**config.mk**
```make
export PLATFORM = sky130hd
export DESIGN_NAME = pipe_scroller
export DESIGN_NICKNAME = d
export VERILOG_FILES = /design/src/rtl/flappy_pkg.sv /design/src/rtl/pipe_lfsr.sv /design/src/rtl/pipe_scroller.sv
export SDC_FILE = /design/constraint.sdc
export NUM_CORES = 1
export LEC_CHECK = 0
export ABC_AREA = 1
export CORE_UTILIZATION = 49
export CTS_CLUSTER_DIAMETER = 60
export CTS_CLUSTER_SIZE = 40
export DETAILED_ROUTE_END_ITERATION = 12
export PLACE_DENSITY_LB_ADDON = 0.25
export RECOVER_POWER = 25
export SETUP_SLACK_MARGIN = 0.4
export SLEW_MARGIN = 0
export SYNTH_ARGS = -nofsm -noshare
export SYNTH_HDL_FRONTEND = slang
export SYNTH_HIERARCHICAL = 1
export SYNTH_SLANG_ARGS = --single-unit
```
**constraint.sdc**
```tcl
create_clock -name clk -period 2.6 [get_ports clk]
set_input_delay 0.26 -clock clk [delete_from_list [all_inputs] [get_ports clk]]
set_output_delay 0.26 -clock clk [all_outputs]
set_load 0.05 [all_outputs]
```
**src/rtl/flappy_pkg.sv**
```systemverilog
// Shared playfield types and the pipe-column builder used by the scroller.
package flappy_pkg;

  localparam int ROWS_DEF = 16;
  localparam int COLS_DEF = 16;

  typedef logic [ROWS_DEF-1:0] column_t;

  // Solid column with GAP open rows starting at gap_top (row 0 is the top).
  function automatic column_t make_pipe(input int gap_top, input int gap);
    column_t col;
    for (int r = 0; r < ROWS_DEF; r++) begin
      col[r] = (r < gap_top) || (r >= gap_top + gap);
    end
    return col;
  endfunction

endpackage

```
**src/rtl/pipe_lfsr.sv**
```systemverilog
// Free-running 8-bit Fibonacci LFSR (taps 8,6,5,4), steps every clock.
// Async active-low reset seeds it to 8'h01; output is the registered state.
module pipe_lfsr (
  input  logic       clk,
  input  logic       reset,
  output logic [7:0] lfsr
);

  logic [7:0] lfsr_q;
  logic [7:0] lfsr_d;

  assign lfsr_d = {lfsr_q[6:0], lfsr_q[7] ^ lfsr_q[5] ^ lfsr_q[4] ^ lfsr_q[3]};

  always_ff @(posedge clk or negedge reset) begin
    if (!reset) begin
      lfsr_q <= 8'h01;
    end else begin
      lfsr_q <= lfsr_d;
    end
  end

  assign lfsr = lfsr_q;

endmodule

```
**src/rtl/pipe_scroller.sv**
```systemverilog
// Scrolls the pipe playfield one column left per qualifying tick and spawns pipes every SPACING ticks.
// Updates land one cycle after the tick edge; no backpressure, back-to-back ticks each shift.
module pipe_scroller
  import flappy_pkg::*;
#(
  parameter int ROWS     = ROWS_DEF,
  parameter int COLS     = COLS_DEF,
  parameter int GAP      = 4,
  parameter int SPACING  = 4,
  parameter int BIRD_COL = 2
) (
  input  logic                       clk,
  input  logic                       reset,
  input  logic                       tick,
  input  logic                       startGame,
  input  logic                       gameOver,
  output logic [COLS-1:0][ROWS-1:0]  pipes,
  output logic [ROWS-1:0]            birdColumn,
  output logic                       scorePulse
);

  localparam int SPC_W = (SPACING > 2) ? $clog2(SPACING) : 1;
  localparam int SLACK = ROWS - GAP;

  logic [7:0]                lfsr;
  logic [3:0]                lfsr_unused;
  logic                      adv;
  int                        gap_top;
  column_t                   pipe_full;
  logic [ROWS-1:0]           spawn_col;

  logic [COLS-1:0][ROWS-1:0] pipes_q, pipes_d;
  logic [SPC_W-1:0]          spc_q, spc_d;
  logic                      score_q, score_d;

  pipe_lfsr u_lfsr (
    .clk   (clk),
    .reset (reset),
    .lfsr  (lfsr)
  );

  assign lfsr_unused = lfsr[7:4];
  assign adv         = tick & startGame & ~gameOver;

  // Gap values past the last legal top row fold back into range.
  always_comb begin
    gap_top = int'(lfsr[3:0]);
    if (gap_top > SLACK) begin
      gap_top = gap_top - SLACK;
    end
    pipe_full = make_pipe(gap_top, GAP);
  end

  assign spawn_col = pipe_full[ROWS-1:0];

  always_comb begin
    pipes_d = pipes_q;
    spc_d   = spc_q;
    score_d = 1'b0;
    if (!startGame) begin
      pipes_d = '0;
      spc_d   = '0;
    end else if (adv) begin
      score_d = |pipes_q[BIRD_COL];
      for (int c = 0; c < COLS - 1; c++) begin
        pipes_d[c] = pipes_q[c+1];
      end
      if (spc_q == SPC_W'(SPACING - 1)) begin
        pipes_d[COLS-1] = spawn_col;
        spc_d           = '0;
      end else begin
        pipes_d[COLS-1] = '0;
        spc_d           = spc_q + 1'b1;
      end
    end
  end

  always_ff @(posedge clk or negedge reset) begin
    if (!reset) begin
      pipes_q <= '0;
      spc_q   <= '0;
      score_q <= 1'b0;
    end else begin
      pipes_q <= pipes_d;
      spc_q   <= spc_d;
      score_q <= score_d;
    end
  end

  assign pipes      = pipes_q;
  assign birdColumn = pipes_q[BIRD_COL];
  assign scorePulse = score_q;

endmodule
```
==> results.py, run 1 <==
metrics = {
    "placement": {
        "portBuffers": 277,
        "routabilityCongestion": 0.901,
        "placed_area_um2": 13400,
        "dp.cells": 1514,
        "dp_hpwl_um": 20300,
    },
    "drt": {
        "drt_iter0_drc": 479,
        "drc": 0,
        "vias": 8264,
        "ant_nets": 0,
        "first_pass_iters": 5,
        "vias_per_cell": 5.31,
        "post_drt_wl_per_cell_um": 18.6,
        "drt_wl_total_um": 28800,
    },
    "clock_network": {
        "htreeDepth": 1,
        "cts_inserted_buffers": 17,
        "cts_tree": "done",
        "clkTransAtPathRegs_ns": 0.10,
        "clock_latency_ns": 0.49,
        "clockRootBuffer": "clkbuf_16",
        "cts_sinks": 267,
        "cts.path.max_buffers": 3,
    },
    "floorplanning": {
        "start_util_pct": 50.0,
        "dieArea_um2": 22000,
        "coreArea_um2": 21000,
        "fp.dieW_um": 148,
        "io_pins": 278,
        "rows": 53,
        "fp.dieH_um": 148,
    },
    "global_routing": {
        "gr-total-overflow": 0,
        "grt_usage_pct": 26.6,
        "grt_pass1_wl_um": 45400,
        "antenna_found_initial": 0,
        "grt_max_degree": 81,
        "grt_pass1_vias": 7967,
    },
    "finish": {
        "design_area_um2": 14200,
        "fin_nets": 1284,
        "syn_to_final_growth_pct": 34.7,
        "num-fill-cells": 1637,
        "layout_common_cells": "276 x clkdlybuf4s50_1, 265 x dfrtp_1, 243 x inv_1, 214 x o22ai_1, 96 x nand2_1",
        "antennaDiodeCount": 0,
        "final_common_cell": "clkdlybuf4s50_1",
        "final_layout_size_suffix_gt1_share_pct": 7.50,
        "stdcell_count": 1555,
    },
    "timing": {
        "rsz0062_at_grt": "yes",
        "hold_violations": 0,
        "relSlewSlack_pct": -23.4,
        "layout_min_cycle_time_ns": 2.28,
        "tightest_slew_ns": 1.85,
        "setup_viol": 0,
        "max_freq_ghz": 0.439,
        "finalMaxSlewViolations": 72,
        "period_share_pct": 87.7,
        "fin_skew_ns": 0.0155,
        "final.setup.tns_ns": 0,
    },
    "pwr": {
        "powerDensity_nw_per_um2": 519,
        "peakVddDrop_mv": 0.496,
        "p_leak_nw": 5.97,
    },
    "worst_setup_path": {
        "crit_fanout": 5,
        "path_class": "flop to flop",
        "critPathArrivalTime_ns": 2.70,
        "critPathSlowestCell": "dfrtp_1",
        "cp_cell_sequence": "ha_4, o21ai_4, nand2_2, nand2_4, nor2_4, nand2_2, ha_4, nand3_4, nor2_4, nand2_2, nor2_2, nand2_1, nand2_1, nand2_1, nand3_1",
        "slowest_delay_ns": 0.50,
        "crit_path_start_kind": "flop",
        "crit_path_end_kind": "flop",
        "required_ns": 3.02,
    },
    "logic_synthesis": {
        "synthCells": 1020,
        "synthesis.area_um2": 10500,
        "yosysWarnings": 6,
        "synth_fp_nets": 1034,
        "syn_area_per_cell_um2": 10.3,
    },
    "outcome": {
        "status": "complete, but fails checks",
        "violations": "capacitance limit, slew limit",
    },
    "hold_path": {
        "hold_class": "flop to flop",
    },
    "job": {
        "cap_violations": 1,
    },
}
==> path summary, 6_finish.rpt <==
path / start / endpoint / slack (ns) / cells past startpoint
worst max-delay path: u_lfsr/lfsr[3] / pipes[240] / 0.32 / 15
worst min-delay path: u_lfsr/lfsr[6] / u_lfsr/lfsr[7] / 0.35 / 0
worst max register to register: u_lfsr/lfsr[3] / pipes[240] / 0.32 / 15
worst min register to register: u_lfsr/lfsr[6] / u_lfsr/lfsr[7] / 0.35 / 0
max in group asynchronous: reset / pipes[5] / 0.56 / 3
min in group asynchronous: reset / pipes[102] / 0.77 / 2
==> sequential cells by signal (all words and copies together), names as in the netlist <==
| name | cells |
|---|---|
| u_lfsr/lfsr | 8 |
| birdColumn | 16 |
| pipes | 240 |
| scorePulse | 1 |
| spc_q | 2 |
==> layout make-up <==
type	count	area, µm²	area share, %
Sequential cell	267	6680	47.2
Timing Repair Buffer	306	3060	21.7
Multi-Input combinational cell	427	2540	17.9
Inverter	251	957	6.76
Clock buffer	17	425	3.01
Tap cell	275	344	2.43
Clock inverter	12	139	0.981
==> per-layer routing <==
metal / part of all wire (%) / GRT usage [%]
met3: 6.9 / 4.11
met5: 0 / 0
met2: 46 / 40.1
met1: 44 / 39.7
met4: 2.7 / 7.99
==> through the flow <==
stage                     total power [mW]  hold slack [ns]  util (%)  worst slack, ns
after floorplan                       4.44          -0.0356         -            0.399
after global placement                4.58            0.259      63.8            0.103
after detailed placement              4.59            0.265      63.8           0.0504
after CTS                             7.41            0.322      67.0            0.400
after global routing                  7.59            0.373      67.3            0.151
final                                 7.34            0.353      67.3            0.321
==> where the power goes <==
part,switching [mW],internal (mW)
Sequential,0.0132,4.16
Clock,1.48,1.36
Combinational,0.243,0.0752
==> what timing repair did <==
item                                   in CTS  in global routing
endpoints found under the hold margin      67                  0
cloned                                      0                  0
pin swaps                                   4                  7
setup buffers                               7                  4
hold buffers                                1                  0
resized for setup                          14                 18
setup endpoints to repair                  13                 12
==> critical path: cells and delay by family, from the launching register on <==
kind	cells	cell delay, ns
compound gates	1	0.10
fa+ha+maj	2	0.52
flops	1	0.50
simple gates	12	1.10
(Power assumes the default switching activity.)
==> run 2: changes to the inputs <==
CTS_BUF_LIST = sky130_fd_sc_hd__clkbuf_8 sky130_fd_sc_hd__clkbuf_16   (was unset)
==> results of run 2 <==
The final DEF is identical to that of run 1; final timing and power are the same.
==> run 3: changes to the inputs <==
SETUP_SLACK_MARGIN = unset   (was 0.4)
SLEW_MARGIN = unset   (was 0)
==> run 3 against run 2 <==
  * The run still ends with capacitance limit, slew limit left
  * Die area stayed put
  * Clock power hardly changed
  * Critical path depth down 1
  * First-iteration DRC count grew 2.5%
  * Routed wire length up 0.44%
  * Non-clock buffer count shrank 5
  * Design area is 1.3% lower
  * Final cell count down 0.26%
  * Critical path type unchanged
  * Global-route usage increased by 0.20 points
  * Utilization down 0.89 points
  * Fmax shrank 6.0%
==> results.py, run 3 (synthesis gave the netlist of run 1 again) <==
metrics = {
    "worst_setup_path": {
        "required_ns": 2.99,
        "r2r-start": "u_lfsr/lfsr[2]",
        "path_class": "flop to flop",
        "r2r_slack_ns": 0.18,
        "crit_path_start_kind": "flop",
        "critPathArrivalTime_ns": 2.81,
        "r2r_end": "pipes[248]",
        "crit_fanout": 5,
        "crit_end": "pipes[248]",
        "r2r_cells": 14,
        "startpoint": "u_lfsr/lfsr[2]",
        "crit_path_end_kind": "flop",
    },
    "global_routing": {
        "grt_usage_pct": 26.7,
        "grtUsageMet1_pct": 39.5,
        "use_met3_pct": 4.66,
        "busiest_layer": "met2",
        "gr-total-overflow": 0,
        "antenna_found_initial": 0,
        "grt_max_degree": 147,
        "grt_pass1_vias": 7926,
        "grt_pass1_wl_um": 45400,
        "grt.met2_usage_pct": 40.8,
    },
    "floorplanning": {
        "coreArea_um2": 21000,
        "fp.dieH_um": 148,
        "io_pins": 278,
        "fp.dieW_um": 148,
        "start_util_pct": 50.0,
        "rows": 53,
        "dieArea_um2": 22000,
    },
    "clock_network": {
        "clkTransAtPathRegs_ns": 0.09,
        "cts.path.max_buffers": 3,
        "cts_tree": "done",
        "cts_inserted_buffers": 17,
        "htreeDepth": 1,
        "clockRootBuffer": "clkbuf_16",
        "clock_latency_ns": 0.50,
        "cts_sinks": 267,
    },
    "placement": {
        "placed_area_um2": 13400,
        "routabilityCongestion": 0.907,
        "dp_hpwl_um": 20400,
        "portBuffers": 277,
        "dp_worst_setup_slack_ns": 0.190,
    },
    "finish": {
        "final_layout_size_suffix_gt1_share_pct": 5.49,
        "antennaDiodeCount": 0,
        "layout_common_cells": "276 x clkdlybuf4s50_1, 266 x dfrtp_1, 247 x inv_1, 214 x o22ai_1, 102 x nand2_1",
        "syn_to_final_growth_pct": 33.0,
        "multi_input_area_um2": 2420,
        "final_common_cell": "clkdlybuf4s50_1",
        "largest_register_ff_count": 240,
        "register_area_um2": 6680,
        "design_area_um2": 14000,
        "fin_nets": 1279,
        "num-fill-cells": 1686,
    },
    "drt": {
        "drt_wl_total_um": 29000,
        "vias": 8100,
        "post_drt_wl_per_cell_um": 18.7,
        "drc": 0,
        "vias_per_cell": 5.22,
        "first_pass_iters": 4,
        "ant_nets": 0,
        "drt_iter0_drc": 491,
    },
    "timing": {
        "layout_min_cycle_time_ns": 2.42,
        "max_freq_ghz": 0.413,
        "tightest_slew_ns": 1.92,
        "finalMaxSlewViolations": 85,
        "fin_skew_ns": 0.0125,
        "setup_viol": 0,
        "final.setup.tns_ns": 0,
        "rsz0062_at_grt": "no",
        "period_share_pct": 93.2,
        "final.setup.worst_slack_ns": 0.176,
        "hold_ws_ns": 0.349,
        "relSlewSlack_pct": -27.7,
        "hold_violations": 0,
    },
    "outcome": {
        "status": "complete, but fails checks",
        "violations": "capacitance limit, slew limit",
    },
    "job": {
        "cap_violations": 1,
    },
    "pwr": {
        "p_leak_nw": 5.92,
        "powerDensity_nw_per_um2": 525,
        "peakVddDrop_mv": 0.588,
        "total_power_mw": 7.34,
    },
    "hold_path": {
        "hold_class": "flop to flop",
    },
}
[run 3: metal layers]
layer  part of all wire [%]  up-vias
met5                      0        -
met4                    2.4        0
met3                    5.6       41
met2                     47      265
met1                     45     3992
li1                       -     3802
[run 3: power breakdown]
group          switching [mW]  internal, mW
Sequential             0.0121          4.16
Combinational           0.244        0.0734
Clock                    1.54          1.31
Total                    1.80          5.54
[run 3: area by class of cell]
type / instances / share of cell area [%]
clock buffers: 17 / 3.05
clock inverters: 13 / 1.05
inverters: 251 / 6.78
multi-input cells: 427 / 17.3
flip-flops and latches: 267 / 47.8
well taps: 275 / 2.46
repair buffers: 301 / 21.5
[run 3: how the worst min path moves through the flow]
stage              startpoint              to  cells past startpoint
2_1_floorplan           reset   birdColumn[0]                      0
3_3_place_gp            reset       pipes[85]                      1
3_5_place_dp            reset       pipes[85]                      1
4_1_cts        u_lfsr/lfsr[6]  u_lfsr/lfsr[7]                      0
5_1_grt        u_lfsr/lfsr[6]  u_lfsr/lfsr[7]                      0
6_report       u_lfsr/lfsr[6]  u_lfsr/lfsr[7]                      0
[run 3: worst max-delay path: stages (launching register included)]
cell and delay, ns:
dfrtp_1 0.43, inv_1 0.12, ha_1 0.32, nand3_1 0.08, nand2_1 0.14, nor2_4 0.14
inv_1 0.05, ha_1 0.32, nand2_1 0.15, o21ai_1 0.10, buf_4 0.16, a21oi_1 0.11
o21ai_0 0.10, nand2_1 0.06, nand2_1 0.04
[run 3: what timing repair did]
action	CTS	global route
gates resized for setup	0	4
endpoints found under the setup margin	0	7
buffers inserted	0	0
hold buffers	1	0
endpoints found under the hold margin	76	0
[run 3: per-stage QoR]
| step | std cells | util, % |
|---|---|---|
| 2_1_floorplan | 1020 | - |
| 6_report | 1551 | 66.4 |
| 3_3_place_gp | 1520 | 63.8 |
| 5_1_grt | 1551 | 66.4 |
| 4_1_cts | 1551 | 66.5 |
| 3_5_place_dp | 1520 | 63.8 |
==> patch: new RTL, flow settings as in run 1 <==
Register the output `birdColumn`, with the module's reset; this adds one clock of latency there. The other outputs are not delayed to match.
--- a/src/rtl/pipe_scroller.sv
+++ b/src/rtl/pipe_scroller.sv
@@ -88,7 +88,13 @@
   end
 
   assign pipes      = pipes_q;
-  assign birdColumn = pipes_q[BIRD_COL];
+  always_ff @(posedge clk or negedge reset) begin
+    if (!reset) begin
+      birdColumn <= '0;
+    end else begin
+      birdColumn <= pipes_q[BIRD_COL];
+    end
+  end
   assign scorePulse = score_q;
 
 endmodule
Check against the original RTL: same outputs for any inputs over 4 cycles, from zero or initial values and one cycle with reset low; that may be too few to reach the edited logic, so the function may still have changed.
==> patch against run 1 <==
Via count barely moved. Final area rose by 4.6%. Sequential cell count rose by 16. Count of clock-buffer cells in the layout rose by 5. Fmax rose by 2.2%. Synthesized area rose by 2.4%. Total power rose by 13%. Wire length rose by 2.2%. Worst setup slack improved by 0.049 ns. Critical endpoint is now pipes[252]$_DFFE_PN0P_.
==> patch: results (changes against run 1) <==
.. list-table::
   :header-rows: 1

   * - Metric
     - Value
   * - Result of the run
     - completed
   * - Leakage power summed over all cells
     - 6.32 nW (+6.0%)
   * - Classification of the worst-slack hold path
     - input pin to async pin
   * - Detailed Routing Iterations Pass 1
     - 5 (unchanged)
   * - Placer congestion estimate
     - 0.884 (-1.9%)
   * - Reg2reg start
     - u_lfsr/lfsr[3]$_DFF_PN0_
   * - Max reg flops
     - 256 (+6.7%)
   * - Net count of the finished layout
     - 1316 (+2.5%)
   * - Power dissipated by switching net loads
     - 0.00210 W (+21%)
   * - Reg-to-Reg End
     - pipes[252]$_DFFE_PN0P_
   * - Crit-path leading delay family
     - simple AND/OR/NAND/NOR gates
   * - Peak supply drop
     - 456 uV (-8.2%)
   * - Yosys warns
     - 6 (unchanged)
   * - GRT Resource Usage Total
     - 26.5% (-0.044 points)
   * - Number of fillers in the final layout
     - 1654 (+1.0%)
   * - Final HPWL from detailed placement
     - 20800 microns (+2.2%)
   * - Number of antenna violations at the first check in global routing
     - 0 (unchanged)
   * - Arrival time at the worst endpoint
     - 2.64 ns (-0.06 ns)
   * - Syn Nets
     - 1037 (+0.29%)
   * - Root buffer cell
     - sky130_fd_sc_hd__clkbuf_16
   * - Antenna diode count
     - 0 (unchanged)
   * - Count of routing violations after the opening detailed-route iteration
     - 608 (+27%)
   * - Clock insertion delay at the later pin of the skew report
     - 0.52 ns (+0.03 ns)
   * - Critical Path Fanout Max
     - 5 (unchanged)
   * - Number of buffers inserted during clock tree synthesis
     - 20 (+3)
   * - Number of global-route vias before repair
     - 7826 (-1.8%)
   * - Clk pin slew, worst setup/hold paths
     - 0.10 ns (about the same)
   * - Skew final
     - 0.0205 ns (+0.00498 ns)
   * - Maximum clock insertion buffer count
     - 3 (unchanged)
   * - Maximum number of pins on one net before global-route repair
     - 169 (+110%)
   * - Wire length of the first global-routing pass
     - 45600 microns (+0.50%)
   * - Layout cell share with drive strength beyond 1
     - 8.51% (+1.0 points)
   * - Worst-case reg-to-reg path depth
     - 14 (-1)
   * - Detailed Route WL
     - 29500 microns (+2.2%)
   * - Max stage delay on crit path
     - 0.39 ns (-0.11 ns)
   * - Cell at the slowest stage of the critical path
     - sky130_fd_sc_hd__dfrtp_1
   * - H-tree depth reported by CTS
     - 1 (unchanged)
   * - Reg2Reg Setup Slack
     - 0.37 ns (+0.05 ns)
   * - Worst rel slew slack
     - 13.9% (+37 points)
   * - Port bufs
     - 277 (unchanged)
   * - Hold Slack
     - 0.313 ns (-0.0401 ns)
   * - Vias per cell
     - 5.20 (-2.2%)
   * - Placement Cell Area
     - 13800 sq um (+3.0%)
## patch: worst reg2reg max path: cells and delay by family, from the launching register on
family	cells	cell delay [ns]
AOI/OAI and AO/OA	2	0.23
adders and majority gates	2	0.51
and+or+nand+nor	8	0.59
DFF	1	0.39
buffers and inverters	2	0.41
## patch: area by class of cell
cell class | instances | area [sq um] | area share (%)
flip-flops and latches | 283 | 7080 | 47.9
repair buffers | 316 | 3100 | 20.9
multi-input cells | 424 | 2520 | 17.0
inverters | 257 | 980 | 6.62
clock buffers | 22 | 539 | 3.64
well taps | 275 | 344 | 2.32
clock inverters | 14 | 238 | 1.61
## patch: how the worst max path moves through the flow
stage | startpoint | end | slack (ns) | depth (start not counted)
4_1_cts | u_lfsr/lfsr[2]$_DFF_PN0_ | pipes[241]$_DFFE_PN0P_ | 0.41 | 15
5_1_grt | u_lfsr/lfsr[3]$_DFF_PN0_ | pipes[241]$_DFFE_PN0P_ | 0.22 | 15
6_report | u_lfsr/lfsr[3]$_DFF_PN0_ | pipes[252]$_DFFE_PN0P_ | 0.37 | 14
3_3_place_gp | u_lfsr/lfsr[2]$_DFF_PN0_ | pipes[241]$_DFFE_PN0P_ | 0.24 | 15
3_5_place_dp | u_lfsr/lfsr[2]$_DFF_PN0_ | pipes[241]$_DFFE_PN0P_ | 0.22 | 15
2_1_floorplan | u_lfsr/lfsr[3]$_DFF_PN0_ | pipes[241]$_DFFE_PN0P_ | 0.40 | 18
## patch: power by group through the flow
stage / Sequential, W / Combinational (W) / Clock, W
6_report: 0.00443 / 0.000322 / 0.00353
5_1_grt: 0.00443 / 0.000361 / 0.00377
4_1_cts: 0.00443 / 0.000340 / 0.00361
3_5_place_dp: 0.00451 / 0.000339 / 0
3_3_place_gp: 0.00451 / 0.000336 / 0
2_1_floorplan: 0.00453 / 0.000166 / 0
## patch: stage by stage
step	instances	setup slack [ns]	util [%]
2_1_floorplan	1023	0.404	-
3_5_place_dp	1536	0.224	64.9
3_3_place_gp	1536	0.243	64.9
4_1_cts	1574	0.410	68.8
5_1_grt	1591	0.220	69.5
6_report	1591	0.369	69.5
## patch: layer usage
layer  up-vias  wire length, microns  track usage (%)
met5         -                     0                0
met2       279                 13600             39.4
met1      4046                 13300             40.4
met3        45                  1860             3.76
met4         0                   786             7.93
li1       3901                     -                -
## patch: repair_timing
action                                  in CTS  in global routing
resized for setup                            9                 27
pin swaps                                    1                 14
hold buffers                                 1                  0
hold endpoints to repair                    76                  0
buffers inserted                             1                 17
endpoints found under the setup margin      13                 12
